[config.mk]
export PLATFORM = sky130hd
export DESIGN_NAME = segment_sequencer
export DESIGN_NICKNAME = d
export VERILOG_FILES = /design/src/rtl/segment_sequencer.sv
export SDC_FILE = /design/constraint.sdc
export NUM_CORES = 1
export LEC_CHECK = 0
export BUFFER_PORTS_ARGS = -buffer_cell sky130_fd_sc_hd__clkbuf_2
export CORE_MARGIN = 2
export CORE_UTILIZATION = 41
export CTS_CLUSTER_SIZE = 12
export DETAILED_ROUTE_END_ITERATION = 7
export PLACE_DENSITY_LB_ADDON = 0.1
export SYNTH_ARGS = -nofsm -noshare
export SYNTH_HDL_FRONTEND = slang
export SYNTH_SLANG_ARGS = --single-unit
[constraint.sdc]
create_clock -name clk_i -period 3.8 [get_ports clk_i]
set_input_delay 0.19 -clock clk_i [delete_from_list [all_inputs] [get_ports clk_i]]
set_output_delay 0.19 -clock clk_i [all_outputs]
set_load 0.01 [all_outputs]
[src/rtl/segment_sequencer.sv]
// segment_sequencer: shares one shadow-bank write port among three parameter streams
// and sequences commit/playback segments with optional looping.
module segment_sequencer #(
   parameter int NUM_BLOCKS = 64,
   parameter int AW         = 6,
   parameter int DW         = 16
) (
   input  logic          clk_i,
   input  logic          reset_n_i,
   input  logic          amp_write_i,
   input  logic [DW-1:0] amp_data_i,
   input  logic          offset_write_i,
   input  logic [DW-1:0] offset_data_i,
   input  logic          phase_write_i,
   input  logic [DW-1:0] phase_data_i,
   input  logic          start_i,
   input  logic          stop_i,
   input  logic          force_i,
   input  logic          loop_mode_i,
   input  logic [15:0]   duration_i,
   output logic          wr_en_o,
   output logic [1:0]    wr_sel_o,
   output logic [AW-1:0] wr_addr_o,
   output logic [DW-1:0] wr_data_o,
   output logic          commit_o,
   output logic          seg_done_o,
   output logic          ready_o,
   output logic          busy_o,
   output logic [1:0]    state_o,
   output logic [2:0]    overflow_o
);
   localparam logic [1:0] S_IDLE   = 2'd0;
   localparam logic [1:0] S_WAIT   = 2'd1;
   localparam logic [1:0] S_COMMIT = 2'd2;
   localparam logic [1:0] S_RUN    = 2'd3;
   localparam logic [AW:0] FULL    = NUM_BLOCKS[AW:0];

   logic [1:0]    state_q, state_d;
   logic [15:0]   rem_q, rem_d;
   logic [1:0]    last_q;
   logic [AW:0]   count_q [3];
   logic [AW:0]   count_d [3];
   logic [2:0]    hold_v_q, hold_v_d;
   logic [DW-1:0] hold_data_q [3];
   logic [DW-1:0] hold_data_d [3];
   logic          wr_en_q;
   logic [1:0]    wr_sel_q, wr_sel_d;
   logic [AW-1:0] wr_addr_q, wr_addr_d;
   logic [DW-1:0] wr_data_q, wr_data_d;
   logic          ready_q, ready_d;
   logic [2:0]    ovf_q, ovf_d;

   logic [2:0]    stb;
   logic [DW-1:0] din [3];
   logic [3:0]    elig;
   logic [1:0]    p0, p1, gnt;
   logic          gnt_v, go, do_commit, seg_end, acc_start;
   logic [AW:0]   gnt_cnt;
   logic [DW-1:0] gnt_data;
   logic [2:0]    drop;

   function automatic logic [1:0] rr_next(input logic [1:0] s);
      return s == 2'd2 ? 2'd0 : s + 2'd1;
   endfunction

   assign stb    = {phase_write_i, offset_write_i, amp_write_i};
   assign din[0] = amp_data_i;
   assign din[1] = offset_data_i;
   assign din[2] = phase_data_i;

   assign go        = reset_n_i && !stop_i;
   assign do_commit = go && state_q == S_COMMIT;
   assign seg_end   = go && state_q == S_RUN && (rem_q == '0 || force_i);
   assign acc_start = go && state_q == S_IDLE && start_i;

   // Round-robin: search begins at the stream after the one served last.
   assign elig[3] = 1'b0;
   assign p0      = rr_next(last_q);
   assign p1      = rr_next(p0);
   assign gnt_v   = |elig[2:0];
   assign gnt     = elig[p0] ? p0 : elig[p1] ? p1 : last_q;
   assign gnt_cnt  = gnt == 2'd0 ? count_q[0] : gnt == 2'd1 ? count_q[1] : count_q[2];
   assign gnt_data = gnt == 2'd0 ? hold_data_q[0] : gnt == 2'd1 ? hold_data_q[1] : hold_data_q[2];

   for (genvar i = 0; i < 3; i++) begin : g_str
      logic        granted, take;
      logic [AW:0] base;
      assign elig[i] = hold_v_q[i] && count_q[i] < FULL && state_q != S_COMMIT;
      assign granted = gnt_v && gnt == 2'(i);
      // A commit empties the bank this cycle, so capture judges room against zero.
      assign base    = do_commit ? '0 : count_q[i];
      assign take    = stb[i] && (!hold_v_q[i] || granted) && (base + {{AW{1'b0}}, hold_v_q[i]}) < FULL;
      assign drop[i] = stb[i] && !take;
      assign hold_v_d[i]    = take || (hold_v_q[i] && !granted);
      assign hold_data_d[i] = take ? din[i] : hold_data_q[i];
      assign count_d[i]     = base + {{AW{1'b0}}, granted};
   end

   assign wr_sel_d  = gnt_v ? gnt : wr_sel_q;
   assign wr_addr_d = gnt_v ? gnt_cnt[AW-1:0] : wr_addr_q;
   assign wr_data_d = gnt_v ? gnt_data : wr_data_q;
   assign ready_d   = count_d[0] == FULL && count_d[1] == FULL && count_d[2] == FULL;
   assign ovf_d     = (acc_start ? 3'b000 : ovf_q) | drop;

   always_comb begin
      state_d = state_q;
      rem_d   = rem_q;
      if (!go) state_d = S_IDLE;
      else if (state_q == S_IDLE) state_d = start_i ? (ready_q ? S_COMMIT : S_WAIT) : S_IDLE;
      else if (state_q == S_WAIT) state_d = ready_q ? S_COMMIT : S_WAIT;
      else if (state_q == S_COMMIT) begin
         state_d = S_RUN;
         rem_d   = duration_i;
      end
      else if (seg_end) state_d = loop_mode_i ? (ready_q ? S_COMMIT : S_WAIT) : S_IDLE;
      else rem_d = rem_q - 16'd1;
   end

   always_ff @(posedge clk_i) begin
      if (!reset_n_i) begin
         state_q     <= S_IDLE;
         rem_q       <= '0;
         last_q      <= 2'd2;
         count_q     <= '{default: '0};
         hold_v_q    <= '0;
         hold_data_q <= '{default: '0};
         wr_en_q     <= 1'b0;
         wr_sel_q    <= '0;
         wr_addr_q   <= '0;
         wr_data_q   <= '0;
         ready_q     <= 1'b0;
         ovf_q       <= '0;
      end else begin
         state_q     <= state_d;
         rem_q       <= rem_d;
         last_q      <= gnt_v ? gnt : last_q;
         count_q     <= count_d;
         hold_v_q    <= hold_v_d;
         hold_data_q <= hold_data_d;
         wr_en_q     <= gnt_v;
         wr_sel_q    <= wr_sel_d;
         wr_addr_q   <= wr_addr_d;
         wr_data_q   <= wr_data_d;
         ready_q     <= ready_d;
         ovf_q       <= ovf_d;
      end
   end

   assign wr_en_o    = wr_en_q;
   assign wr_sel_o   = wr_sel_q;
   assign wr_addr_o  = wr_addr_q;
   assign wr_data_o  = wr_data_q;
   assign commit_o   = do_commit;
   assign seg_done_o = seg_end;
   assign ready_o    = ready_q;
   assign busy_o     = state_q != S_IDLE;
   assign state_o    = state_q;
   assign overflow_o = ovf_q;
endmodule

==> qor.yml <==
nFillCells: 1386
grt_remaining_overflow: 0
report.final.hold_viol_count: 0
worstPathMaxFanout: 50
whs_ps: 8.05
drive_gt1_share_pct: 20.3
rsz0062_at_grt: "no"
clkPwrFrac_pct: 47.1
cts_tree: "yes"
core_area_um2: 13900
worstPathArrival_ps: 3680
synth-edff-count: 0
p_int_mw: 2.65
grt_use_total_pct: 22.2
period_share_pct: 87.5
fp-row-count: 43
skew_ps: 11.2
drcViolationCount: 0
ant_nets: 0
numPortBuffers: 106
cts_buffers: 17
final_nets: 888
start_util_pct: 42.1
synth_cells: 705
clk_latency_ps: 420
drt_iter0_drc: 313
cts_buffer_depth: 2
worstPathCellList: "inv_1, ha_2, buf_4, nand3b_2, and2_1, ha_1, ha_1, nor4_1, nand3_1, nor4b_1, and4_1"
io_pins: 107
dp_hpwl_um: 11000
die_h_um: 124
mappedNetlistArea_um2: 5870
path_class: "reg2reg"
viasPerCell: 5.51
switching_share_pct: 25.9
drv_cap: 0
setup_tns_ps: 0
setup_viol: 0
slew_headroom_pct: 33.6
ys_seq_area_share_pct: 40.9
syn2layout_area_growth_pct: 23.9
fin_total_pwr_mw: 3.58
grt_pass1_wl_um: 26000
slew_violations: 0
antenna_found_initial: 0
clock.fmax_ghz: 0.301
p_comb_share_pct: 14.1
synth_area_per_cell_um2: 8.33
cts_resized: 0
tightest_slew_ps: 996
ir_worst_vdd_mv: 0.318
grt_pass1_vias: 5129
synth-main-ff-cell: "dfxtp_1"
diodes: 0
cts_post_setup_buffers_inserted: 0
dr.pass1.iters: 5
powerDensity_nw_per_um2: 492
cpMostUsedCell: "ha_1"
hp-class: "in2reg"
clk_pin_slew_ps: 50
root_buffer: "clkbuf_16"
period_needed_ps: 3330
syn_nets: 789
cts.hold.buffers_added: 17
crit_required_ps: 4160
place_congestion: 0.897
synthArstFlopShare_pct: 0
critPathMaxStageDelay_ps: 450
netSwitchingPower_mw: 0.928
die_width_um: 124
multi_input_area_um2: 3200
cts_max_level: 4
status: "complete, no violations"
regArea_um2: 2400
synth-seq-cells: 120
cts.sinks: 120
crit_path_start_kind: "flop"
grt_max_degree: 99
routedWlPerCell_um: 16.3
cp-end-kind: "flop"
routed_wl_um: 16300
dr_total_vias: 5484
slowest_stage: "buf_4"
design.die.area_um2: 15300
power_frac_seq_pct: 38.8
ys_warn_count: 0
ys_types: 58
p_leak_nw: 3.04
-- state kept, by name (all words and copies together) (netlist names), 2 cells and up --
name and flops:
hold_data_q 48, wr_data_o 16, last_q 2, hold_v_q 3
wr_addr_o 6, overflow_o 3, rem_q 16, state_o 2
count_q 21
-- logic make-up (layout without fill, tap and decap cells) --
logic type | after synthesis | after routing | share of synthesized area, %
mux | 51 | 51 | 8.71
fa+ha+maj | 11 | 11 | 2.34
buf+inv | 67 | 178 | 4.71
compound gates | 156 | 156 | 18.3
flops | 120 | 120 | 40.9
simple gates | 281 | 281 | 22.2
xor+xnor | 19 | 19 | 2.83
-- through the flow --
step / utilization [%] / worst slack (ps) / cells / cell area, µm²
4_1_cts: 52.2 / 513 / 996 / 7280
3_3_place_gp: 46.6 / 664 / 948 / 6490
2_1_floorplan: - / 654 / 705 / 5870
5_1_grt: 52.2 / 221 / 996 / 7280
6_report: 52.2 / 474 / 996 / 7280
3_5_place_dp: 46.6 / 526 / 948 / 6490
-- power groups by stage --
stage / combinational [mW] / clock (mW) / sequential (mW)
6_report: 0.505 / 1.69 / 1.39
5_1_grt: 0.562 / 1.78 / 1.40
4_1_cts: 0.507 / 1.71 / 1.39
3_5_place_dp: 0.491 / 0 / 1.41
3_3_place_gp: 0.482 / 0 / 1.41
2_1_floorplan: 0.332 / 0 / 1.41
-- per-layer routing --
layer  global-route usage, %  vias up  part of all wire [%]
met5                       0        -                     0
li1                        -     2710                     -
met4                    9.09        0                   2.1
met3                    4.95       24                   5.7
met2                    35.8      160                    47
met1                    28.7     2590                    45
-- layout by cell type, fill, tap and decap left out, types with 3 or more instances in the layout --
cell type,instances
a222oi_1,6
nor4b_1,3
bufinv_16,4
xor2_1,9
clkbuf_16,17
o21a_1,3
clkinvlp_4,5
dfxtp_1,120
nand3_1,16
nand2b_1,5
dlygate4sd3_1,17
buf_4,10
o211ai_1,18
a22oi_1,21
or2_2,5
o221ai_1,15
nor2_1,47
inv_1,13
nor3b_1,4
clkbuf_2,105
and3_1,4
mux2i_1,50
nor3_1,17
a32oi_1,3
nor4_1,7
ha_1,10
nand4_1,3
xnor2_1,10
o21ai_0,43
or4_1,6
a21o_1,3
a31oi_1,5
and2_1,14
nand2_1,138
a21oi_1,22
-- synth_stat cells, drive strengths merged, types with 2 or more instances --
library cell	instances	area (µm²)
o221ai	15	131
nand2b	5	31.3
ha	11	138
buf	14	76.3
xnor2	10	87.6
or3	2	12.5
nor3b	4	30.0
a211oi	4	35.0
a222oi	6	60.1
nand3	16	80.1
o21a	3	22.5
nor3	17	85.1
xor2	9	78.8
a22oi	21	158
and2	14	87.6
or4	8	67.6
mux2i	50	500
nand3b	2	18.8
or2	5	31.3
nor2	48	180
a32oi	3	26.3
o21bai	2	15.0
nand4	3	18.8
o21ai	44	220
a21o	3	22.5
nand2	138	518
o211a	2	20.0
clkbuf	38	144
or3b	2	17.5
and3	4	25.0
inv	14	52.6
dfxtp	120	2400
a31oi	5	31.3
o211ai	18	135
a21oi	24	128
nor4b	3	26.3
nor4	7	43.8
-- final cells by class --
| class | count | area share [%] |
|---|---|---|
| clock buffers | 19 | 6.09 |
| clock inverters | 12 | 2.42 |
| inverters | 15 | 0.774 |
| multi-input cells | 518 | 44.0 |
| flip-flops and latches | 120 | 33.0 |
| well taps | 180 | 3.09 |
| repair buffers | 132 | 10.6 |
-- path summary, 6_finish.rpt --
check	endpoint	depth (start not counted)	slack, ps	from
max	ready_o	11	470	state_o[0]
min	hold_data_q[45]	3	8	amp_data_i[13]
max reg2reg	ready_o	11	470	state_o[0]
min reg2reg	overflow_o[1]	2	450	overflow_o[1]
-- critical path: cells and delay by family (launching register included) --
family	cells	cell delay [ps]
flip-flops	1	350
AND/OR/NAND/NOR	6	1590
buffers and inverters	2	550
adder cells (fa/ha/maj)	3	770
Note: power is estimated with default switching activity, not from simulation.
